File: src/rtl/seq_alu_pkg.sv
// +----------------------------------------------------------------------+
// | Module : alu_pkg                                                     |
// | Brief  : Op codes, status bit indices and FSM states for seq_alu.    |
// | Rev    : 1.0 - initial release                                       |
// +----------------------------------------------------------------------+
`default_nettype none

package alu_pkg;

  // Operation codes carried on ALUop
  typedef enum logic [2:0] {
    OP_ADD  = 3'b000,
    OP_SUB  = 3'b001,
    OP_AND  = 3'b010,
    OP_NOT  = 3'b011,
    OP_SHL  = 3'b100,
    OP_ASR  = 3'b101,
    OP_MUL  = 3'b110,
    OP_RSVD = 3'b111
  } alu_op_t;

  // Bit positions inside the Z status vector
  localparam int Z_ZERO = 0;
  localparam int Z_NEG  = 1;
  localparam int Z_OVF  = 2;

  // Sequencer states
  typedef enum logic [1:0] {
    IDLE = 2'd0,
    MUL  = 2'd1,
    DONE = 2'd2
  } state_t;

endpackage

`default_nettype wire

File: src/rtl/seq_alu_if.sv
// +----------------------------------------------------------------------+
// | Module : seq_alu_if                                                  |
// | Brief  : Operand/request and result/status bundle of seq_alu.        |
// | Rev    : 1.0 - initial release                                       |
// +----------------------------------------------------------------------+
`default_nettype none

interface seq_alu_if #(
  parameter int WIDTH = 16
);

  logic             start;
  logic [2:0]       ALUop;
  logic [WIDTH-1:0] Ain;
  logic [WIDTH-1:0] Bin;
  logic [WIDTH-1:0] out;
  logic [2:0]       Z;
  logic             busy;
  logic             done;

  // Controller side: issues requests, consumes results
  modport master (
    output start, ALUop, Ain, Bin,
    input  out, Z, busy, done
  );

  // ALU side
  modport slave (
    input  start, ALUop, Ain, Bin,
    output out, Z, busy, done
  );

endinterface

`default_nettype wire

File: src/rtl/seq_alu_mul.sv
// +----------------------------------------------------------------------+
// | Module : seq_alu_mul                                                 |
// | Brief  : Unsigned shift-add multiplier, one partial product per step.|
// |          product_lo/ovf reflect the value being written this cycle,  |
// |          so the caller can capture it on the edge of the last step.  |
// | Rev    : 1.0 - initial release                                       |
// +----------------------------------------------------------------------+
`default_nettype none

module seq_alu_mul #(
  parameter int WIDTH = 16
) (
  input  wire logic             clk,
  input  wire logic             reset,
  input  wire logic             load,
  input  wire logic [WIDTH-1:0] a,
  input  wire logic [WIDTH-1:0] b,
  input  wire logic             step,
  output logic      [WIDTH-1:0] product_lo,
  output logic                  ovf,
  output logic                  finished
);

  localparam int CW = $clog2(WIDTH) + 1;

  logic [2*WIDTH-1:0] mcand_q, mcand_d;
  logic [2*WIDTH-1:0] acc_q,   acc_d;
  logic [WIDTH-1:0]   mplier_q, mplier_d;
  logic [CW-1:0]      cnt_q,   cnt_d;

  // Next-state: load clears the accumulator, each step adds one partial product
  always_comb begin
    mcand_d  = mcand_q;
    acc_d    = acc_q;
    mplier_d = mplier_q;
    cnt_d    = cnt_q;
    if (load) begin
      mcand_d  = {{WIDTH{1'b0}}, a};
      mplier_d = b;
      acc_d    = '0;
      cnt_d    = '0;
    end else if (step) begin
      if (mplier_q[0]) begin
        acc_d = acc_q + mcand_q;
      end
      mcand_d  = mcand_q << 1;
      mplier_d = mplier_q >> 1;
      cnt_d    = cnt_q + CW'(1);
    end
  end

  // Multiplier state registers
  always_ff @(posedge clk or posedge reset) begin
    if (reset) begin
      mcand_q  <= '0;
      acc_q    <= '0;
      mplier_q <= '0;
      cnt_q    <= '0;
    end else begin
      mcand_q  <= mcand_d;
      acc_q    <= acc_d;
      mplier_q <= mplier_d;
      cnt_q    <= cnt_d;
    end
  end

  assign product_lo = acc_d[WIDTH-1:0];
  assign ovf        = |acc_d[2*WIDTH-1:WIDTH];
  assign finished   = step && (cnt_q == CW'(WIDTH - 1));

endmodule

`default_nettype wire

File: src/rtl/seq_alu.sv
// +----------------------------------------------------------------------+
// | Module : seq_alu                                                     |
// | Brief  : Registered ALU with start/busy/done handshake. Single-cycle |
// |          ops complete on the start edge; MUL iterates WIDTH steps.   |
// |          Build macro SEQ_ALU_MUL_EN enables the iterative multiplier;|
// |          without it op 110 behaves as the reserved op.               |
// | Rev    : 1.0 - initial release                                       |
// +----------------------------------------------------------------------+
`default_nettype none

module seq_alu
  import alu_pkg::*;
#(
  parameter int WIDTH = 16
) (
  input  wire logic clk,
  input  wire logic reset,
  seq_alu_if.slave  bus
);

  localparam int SHW = $clog2(WIDTH);

  state_t           state_q, state_d;
  logic [WIDTH-1:0] out_q,   out_d;
  logic [2:0]       z_q,     z_d;

  logic [WIDTH-1:0] sum, diff, sc_res;
  logic             sc_ovf;
  logic [SHW-1:0]   shamt;

  function automatic logic [2:0] mk_z(input logic [WIDTH-1:0] r, input logic o);
    logic [2:0] z;
    z        = '0;
    z[Z_ZERO] = (r == '0);
    z[Z_NEG]  = r[WIDTH-1];
    z[Z_OVF]  = o;
    return z;
  endfunction

  assign sum   = bus.Ain + bus.Bin;
  assign diff  = bus.Ain - bus.Bin;
  assign shamt = bus.Bin[SHW-1:0];

  // Single-cycle datapath; MUL and reserved fall to zero result, no overflow
  always_comb begin
    sc_res = '0;
    sc_ovf = 1'b0;
    case (alu_op_t'(bus.ALUop))
      OP_ADD: begin
        sc_res = sum;
        sc_ovf = (bus.Ain[WIDTH-1] == bus.Bin[WIDTH-1]) &&
                 (sum[WIDTH-1] != bus.Ain[WIDTH-1]);
      end
      OP_SUB: begin
        sc_res = diff;
        sc_ovf = (bus.Ain[WIDTH-1] != bus.Bin[WIDTH-1]) &&
                 (diff[WIDTH-1] != bus.Ain[WIDTH-1]);
      end
      OP_AND:  sc_res = bus.Ain & bus.Bin;
      OP_NOT:  sc_res = ~bus.Bin;
      OP_SHL:  sc_res = bus.Ain << shamt;
      OP_ASR:  sc_res = WIDTH'($signed(bus.Ain) >>> shamt);
      default: sc_res = '0;
    endcase
  end

`ifdef SEQ_ALU_MUL_EN
  logic             mul_load;
  logic             mul_step;
  logic [WIDTH-1:0] mul_lo;
  logic             mul_ovf;
  logic             mul_finished;

  seq_alu_mul #(.WIDTH(WIDTH)) u_mul (
    .clk        (clk),
    .reset      (reset),
    .load       (mul_load),
    .a          (bus.Ain),
    .b          (bus.Bin),
    .step       (mul_step),
    .product_lo (mul_lo),
    .ovf        (mul_ovf),
    .finished   (mul_finished)
  );
`endif

  // Sequencer next-state and result capture; results change only on completion
  always_comb begin
    state_d = state_q;
    out_d   = out_q;
    z_d     = z_q;
`ifdef SEQ_ALU_MUL_EN
    mul_load = 1'b0;
    mul_step = 1'b0;
`endif
    case (state_q)
      IDLE: begin
        if (bus.start) begin
`ifdef SEQ_ALU_MUL_EN
          if (alu_op_t'(bus.ALUop) == OP_MUL) begin
            mul_load = 1'b1;
            state_d  = MUL;
          end else begin
            out_d   = sc_res;
            z_d     = mk_z(sc_res, sc_ovf);
            state_d = DONE;
          end
`else
          out_d   = sc_res;
          z_d     = mk_z(sc_res, sc_ovf);
          state_d = DONE;
`endif
        end
      end
      MUL: begin
`ifdef SEQ_ALU_MUL_EN
        mul_step = 1'b1;
        if (mul_finished) begin
          out_d   = mul_lo;
          z_d     = mk_z(mul_lo, mul_ovf);
          state_d = DONE;
        end
`else
        state_d = IDLE;
`endif
      end
      DONE:    state_d = IDLE;
      default: state_d = IDLE;
    endcase
  end

  // State and result registers
  always_ff @(posedge clk or posedge reset) begin
    if (reset) begin
      state_q <= IDLE;
      out_q   <= '0;
      z_q     <= '0;
    end else begin
      state_q <= state_d;
      out_q   <= out_d;
      z_q     <= z_d;
    end
  end

  assign bus.out  = out_q;
  assign bus.Z    = z_q;
  assign bus.done = (state_q == DONE);
`ifdef SEQ_ALU_MUL_EN
  assign bus.busy = (state_q == MUL);
`else
  assign bus.busy = 1'b0;
`endif

endmodule

`default_nettype wire
File: src/flat_wrapper.sv
// flat-port wrapper written by rule: the top's interface ports become plain ports
module seq_alu_flat import alu_pkg::*;
#(
  parameter int WIDTH = 16
)
  (clk, reset, bus_start, bus_ALUop, bus_Ain, bus_Bin, bus_out, bus_Z, bus_busy, bus_done);
  seq_alu_if #(.WIDTH(WIDTH)) bus_i ();
  input  wire logic clk;
  input  wire logic reset;
  input wire logic [$bits(bus_i.start)-1:0] bus_start;
  input wire logic [$bits(bus_i.ALUop)-1:0] bus_ALUop;
  input wire logic [$bits(bus_i.Ain)-1:0] bus_Ain;
  input wire logic [$bits(bus_i.Bin)-1:0] bus_Bin;
  output wire logic [$bits(bus_i.out)-1:0] bus_out;
  output wire logic [$bits(bus_i.Z)-1:0] bus_Z;
  output wire logic [$bits(bus_i.busy)-1:0] bus_busy;
  output wire logic [$bits(bus_i.done)-1:0] bus_done;
  assign bus_i.start = bus_start;
  assign bus_i.ALUop = bus_ALUop;
  assign bus_i.Ain = bus_Ain;
  assign bus_i.Bin = bus_Bin;
  assign bus_out = bus_i.out;
  assign bus_Z = bus_i.Z;
  assign bus_busy = bus_i.busy;
  assign bus_done = bus_i.done;
  seq_alu #(.WIDTH(WIDTH)) u_core (.clk(clk), .reset(reset), .bus(bus_i));
endmodule
File: config.mk
export PLATFORM = sky130hd
export DESIGN_NAME = seq_alu_flat
export DESIGN_NICKNAME = d
export VERILOG_FILES = /design/src/rtl/seq_alu_pkg.sv /design/src/rtl/seq_alu_if.sv /design/src/rtl/seq_alu_mul.sv /design/src/rtl/seq_alu.sv /design/src/flat_wrapper.sv
export SDC_FILE = /design/constraint.sdc
export NUM_CORES = 1
export LEC_CHECK = 0
export ABC_CLOCK_PERIOD_IN_PS = 5200
export CORE_ASPECT_RATIO = 0.8
export CORE_UTILIZATION = 45
export CTS_CLUSTER_SIZE = 25
export DETAILED_ROUTE_END_ITERATION = 10
export GPL_TIMING_DRIVEN = 1
export PLACE_DENSITY = 0.67
export SKIP_CTS_REPAIR_TIMING = 1
export SLEW_MARGIN = 10
export SYNTH_ARGS = -nofsm -noshare
export SYNTH_HDL_FRONTEND = slang
export SYNTH_SLANG_ARGS = --single-unit
File: constraint.sdc
create_clock -name clk -period 5.2 [get_ports clk]
set_clock_uncertainty 0.15 [all_clocks]
set_input_delay 1.04 -clock clk [delete_from_list [all_inputs] [get_ports clk]]
set_output_delay 1.04 -clock clk [all_outputs]
set_load 0.02 [all_outputs]
==> flow_summary.ini <==
[logic_synthesis]
avgSynthCellArea_sq_um = 7.71
yosysSeqAreaShare = 0.114
synth_edf_count = 0
ys_types = 75
synth_top_flop_cell = dfrtp_1
ys_ff_latch = 19
syn_nets = 615
syn_area_sq_mm = 0.00418
netlist_instances = 542
synthArstFlopShare = 1.00
yosys_warnings = 0

[final_layout]
fin_nets = 657
drive_above_1_share = 0.110
layout.cells.non_filler = 698
design_area_sq_mm = 0.00491
final_core_util = 0.544
final_cell_mix = clkdlybuf4s50_1, nand2_1, nor2_1, mux2i_1, ha_1
layout_commonest_cell = clkdlybuf4s50_1
area_delta_synth_final_pct = 17.7
fillers = 873
antennaDiodeCount = 0

[clock_tree]
tritoncts = done
htree_levels = 1
cts.sinks = 19
cts_buffer_depth = 2
clk_latency_ns = 0.25
cts_root_buf = clkbuf_16
clk_pin_slew_ns = 0.05
cts_made_buffers = 3

[critical_path]
critPathBufInv = 2
slowest_stage = clkdlybuf4s50_1
crit_arrival_ns = 4.48
r2r_start = u_core.state_q[1]$_DFFE_PP0P_
reg2reg_setup_slack_ns = 2.61
startpoint_type = input pin
critical_path.max_stage_delay_ns = 0.59
crit_type = input pin to flop
path_cells = clkdlybuf4s50_1 -> ha_1 -> inv_1 -> fa_1 -> or2_2 -> a221oi_1 -> nor4_1 -> nor4_1 -> o31a_1 -> nand2_1 -> a2111oi_2 -> nand4_1 -> o21ai_1
crit_fanout = 6
crit_top_cell = nor4_1
cpLargestDelayFamily = compound AO/OA/AOI/OAI gates
reg2reg_to = u_core.bus.Z[0]$_DFFE_PP0P_
crit_path_end_kind = flop
cp.required_ns = 5.23
r2r_cells = 9

[power_and_ir_drop]
irDropWorstVdd_uv = 136
p_int_uw = 503
swShare = 0.423
p_comb_frac = 0.606
leakage_uw = 0.00207
p_clk_frac = 0.181
netSwitchingPower_uw = 368
power_density_mw_per_mm2 = 177
seqPwrFrac = 0.212

[floorplan]
die-area_sq_mm = 0.00967
std_cell_rows = 31
initial_core_util = 0.462
num_io_pins = 59
core_region_area_sq_mm = 0.00904
die_w_um = 110
die_y_um = 88.2

[global_routing]
grt_pass1_vias = 4163
grt-ovfl-total = 0
grt_pass1_wl_um = 23300
grt.total_usage = 0.320
antenna_found_initial = 0
grt_max_degree = 38

[placed_design]
io_buffers = 57
routabilityCongestion = 1.00
placed_area_sq_mm = 0.00484
place_ws_ns = 0.508
dp.cells = 694
dp_hpwl_um = 11900

[detailed_routing]
detail_route.first_pass.iterations = 5
first_iter_violations = 454
ant_nets = 0
wl_per_cell_um = 21.3
vias = 4510
drcViolationCount = 0
wirelength_um = 14900
viasPerCell = 6.46

[sta]
final.setup.tns_ns = 0
maxSlewHeadroom = 0.496
setup_ws_ns = 0.750
rsz0062_at_grt = no
finalCritPeriodShare = 0.856
tightestPinTransition_ns = 0.755
fmax_ghz = 0.225
setup_viol = 0
maxSlewViolCount = 0
hold_viol = 0
period_minus_slack_ns = 4.45

[worst_hold_path]
worst_hold_path.endpoint = u_core.bus.out[12]$_DFFE_PP0P_
hold_path_depth = 2
hold_start = u_core.bus.out[12]$_DFFE_PP0P_
hold_path_class = flop to flop

[run]
maxCapViolations = 0

[status]
outcome = finished clean
==> worst max path at each step <==
stage / startpoint / end / slack (ns) / cells after the start
final: bus_Ain[0] / u_core.bus.Z[0]$_DFFE_PP0P_ / 0.75 / 13
after global routing: bus_Ain[0] / u_core.bus.Z[0]$_DFFE_PP0P_ / 0.50 / 13
after CTS: bus_Ain[0] / u_core.bus.Z[0]$_DFFE_PP0P_ / 0.76 / 13
after detailed placement: bus_Ain[0] / u_core.bus.Z[0]$_DFFE_PP0P_ / 0.51 / 13
after global placement: bus_Bin[2] / u_core.bus.Z[0]$_DFFE_PP0P_ / 0.54 / 11
after floorplan: bus_Bin[1] / u_core.bus.out[13]$_DFFE_PP0P_ / 1.13 / 13
==> routing by layer <==
layer,vias to the layer above,GRT usage,routed length (um)
met2,234,0.472,6370
met4,0,0.0727,273
met3,23,0.0327,1150
li1,2113,-,-
met1,2140,0.493,7070
met5,-,0,0
==> area by class of cell <==
type / count / area, sq um / share of cell area
inverters: 29 / 109 / 0.0221
multi-input cells: 457 / 3410 / 0.695
flip-flops and latches: 19 / 475 / 0.0967
well taps: 115 / 144 / 0.0293
clock buffers: 4 / 78.8 / 0.0160
repair buffers: 74 / 693 / 0.141
==> through the flow <==
| step | total power, uW | hold WS (ns) |
|---|---|---|
| floorplan | 518 | 0.440 |
| global route | 926 | 0.344 |
| detailed placement | 705 | 0.324 |
| finish | 871 | 0.329 |
| CTS | 867 | 0.335 |
| global placement | 702 | 0.314 |
==> power by group through the flow <==
stage               Sequential, uW  Combinational, uW  Clock, uW
floorplan                      214                304          0
global placement               186                517          0
detailed placement             187                518          0
CTS                            185                521        161
global route                   188                570        168
finish                         185                528        158
==> synth_stat cells (3+ instances only) <==
library cell | n | area (sq um)
a2111oi_0 | 4 | 35.0
a211o_1 | 4 | 35.0
a211oi_1 | 11 | 82.6
a21o_1 | 4 | 30.0
a21oi_1 | 31 | 155
a221oi_1 | 6 | 52.6
a31oi_1 | 3 | 18.8
and2_1 | 6 | 37.5
buf_1 | 7 | 26.3
buf_2 | 7 | 35.0
buf_6 | 3 | 33.8
clkbuf_1 | 18 | 67.6
dfrtp_1 | 19 | 475
ha_1 | 33 | 413
inv_1 | 26 | 97.6
mux2_2 | 21 | 236
mux2i_1 | 36 | 360
mux4_2 | 12 | 270
nand2_1 | 52 | 195
nand2b_1 | 5 | 31.3
nand3_1 | 10 | 50.1
nand4_1 | 3 | 18.8
nor2_1 | 51 | 191
nor2b_1 | 13 | 81.3
nor3_1 | 16 | 80.1
nor3b_1 | 6 | 45.0
nor4_1 | 4 | 25.0
o211a_1 | 4 | 40.0
o211ai_1 | 9 | 67.6
o21a_1 | 3 | 22.5
o21ai_0 | 31 | 155
o221ai_1 | 4 | 35.0
o22ai_1 | 6 | 37.5
o31a_1 | 4 | 35.0
o31ai_1 | 4 | 30.0
or2_2 | 3 | 18.8
or3_1 | 6 | 37.5
xnor2_1 | 7 | 61.3
xor2_1 | 5 | 43.8
==> flip-flops by register name, indices dropped and copies added, names as in the netlist <==
register and count:
u_core.bus.Z 3, u_core.bus.out 15, u_core.state_q 1
==> worst reg2reg max path: stages (launching register included) <==
cell and delay [ns]:
dfrtp_1 0.37, nand2b_1 0.13, buf_4 0.21, inv_1 0.24, o311ai_0 0.18, nor4bb_1 0.51, and4_1 0.27, and4_1 0.23
nand4_1 0.10, o21ai_1 0.13
==> cell families after synthesis <==
family | share of synthesized area
compound gates | 0.259
xor+xnor | 0.0252
fa+ha+maj | 0.108
buf+inv | 0.0686
flops | 0.114
mux | 0.208
other cells | 0.000898
simple gates | 0.217
Power figures use the tool's default switching activity.
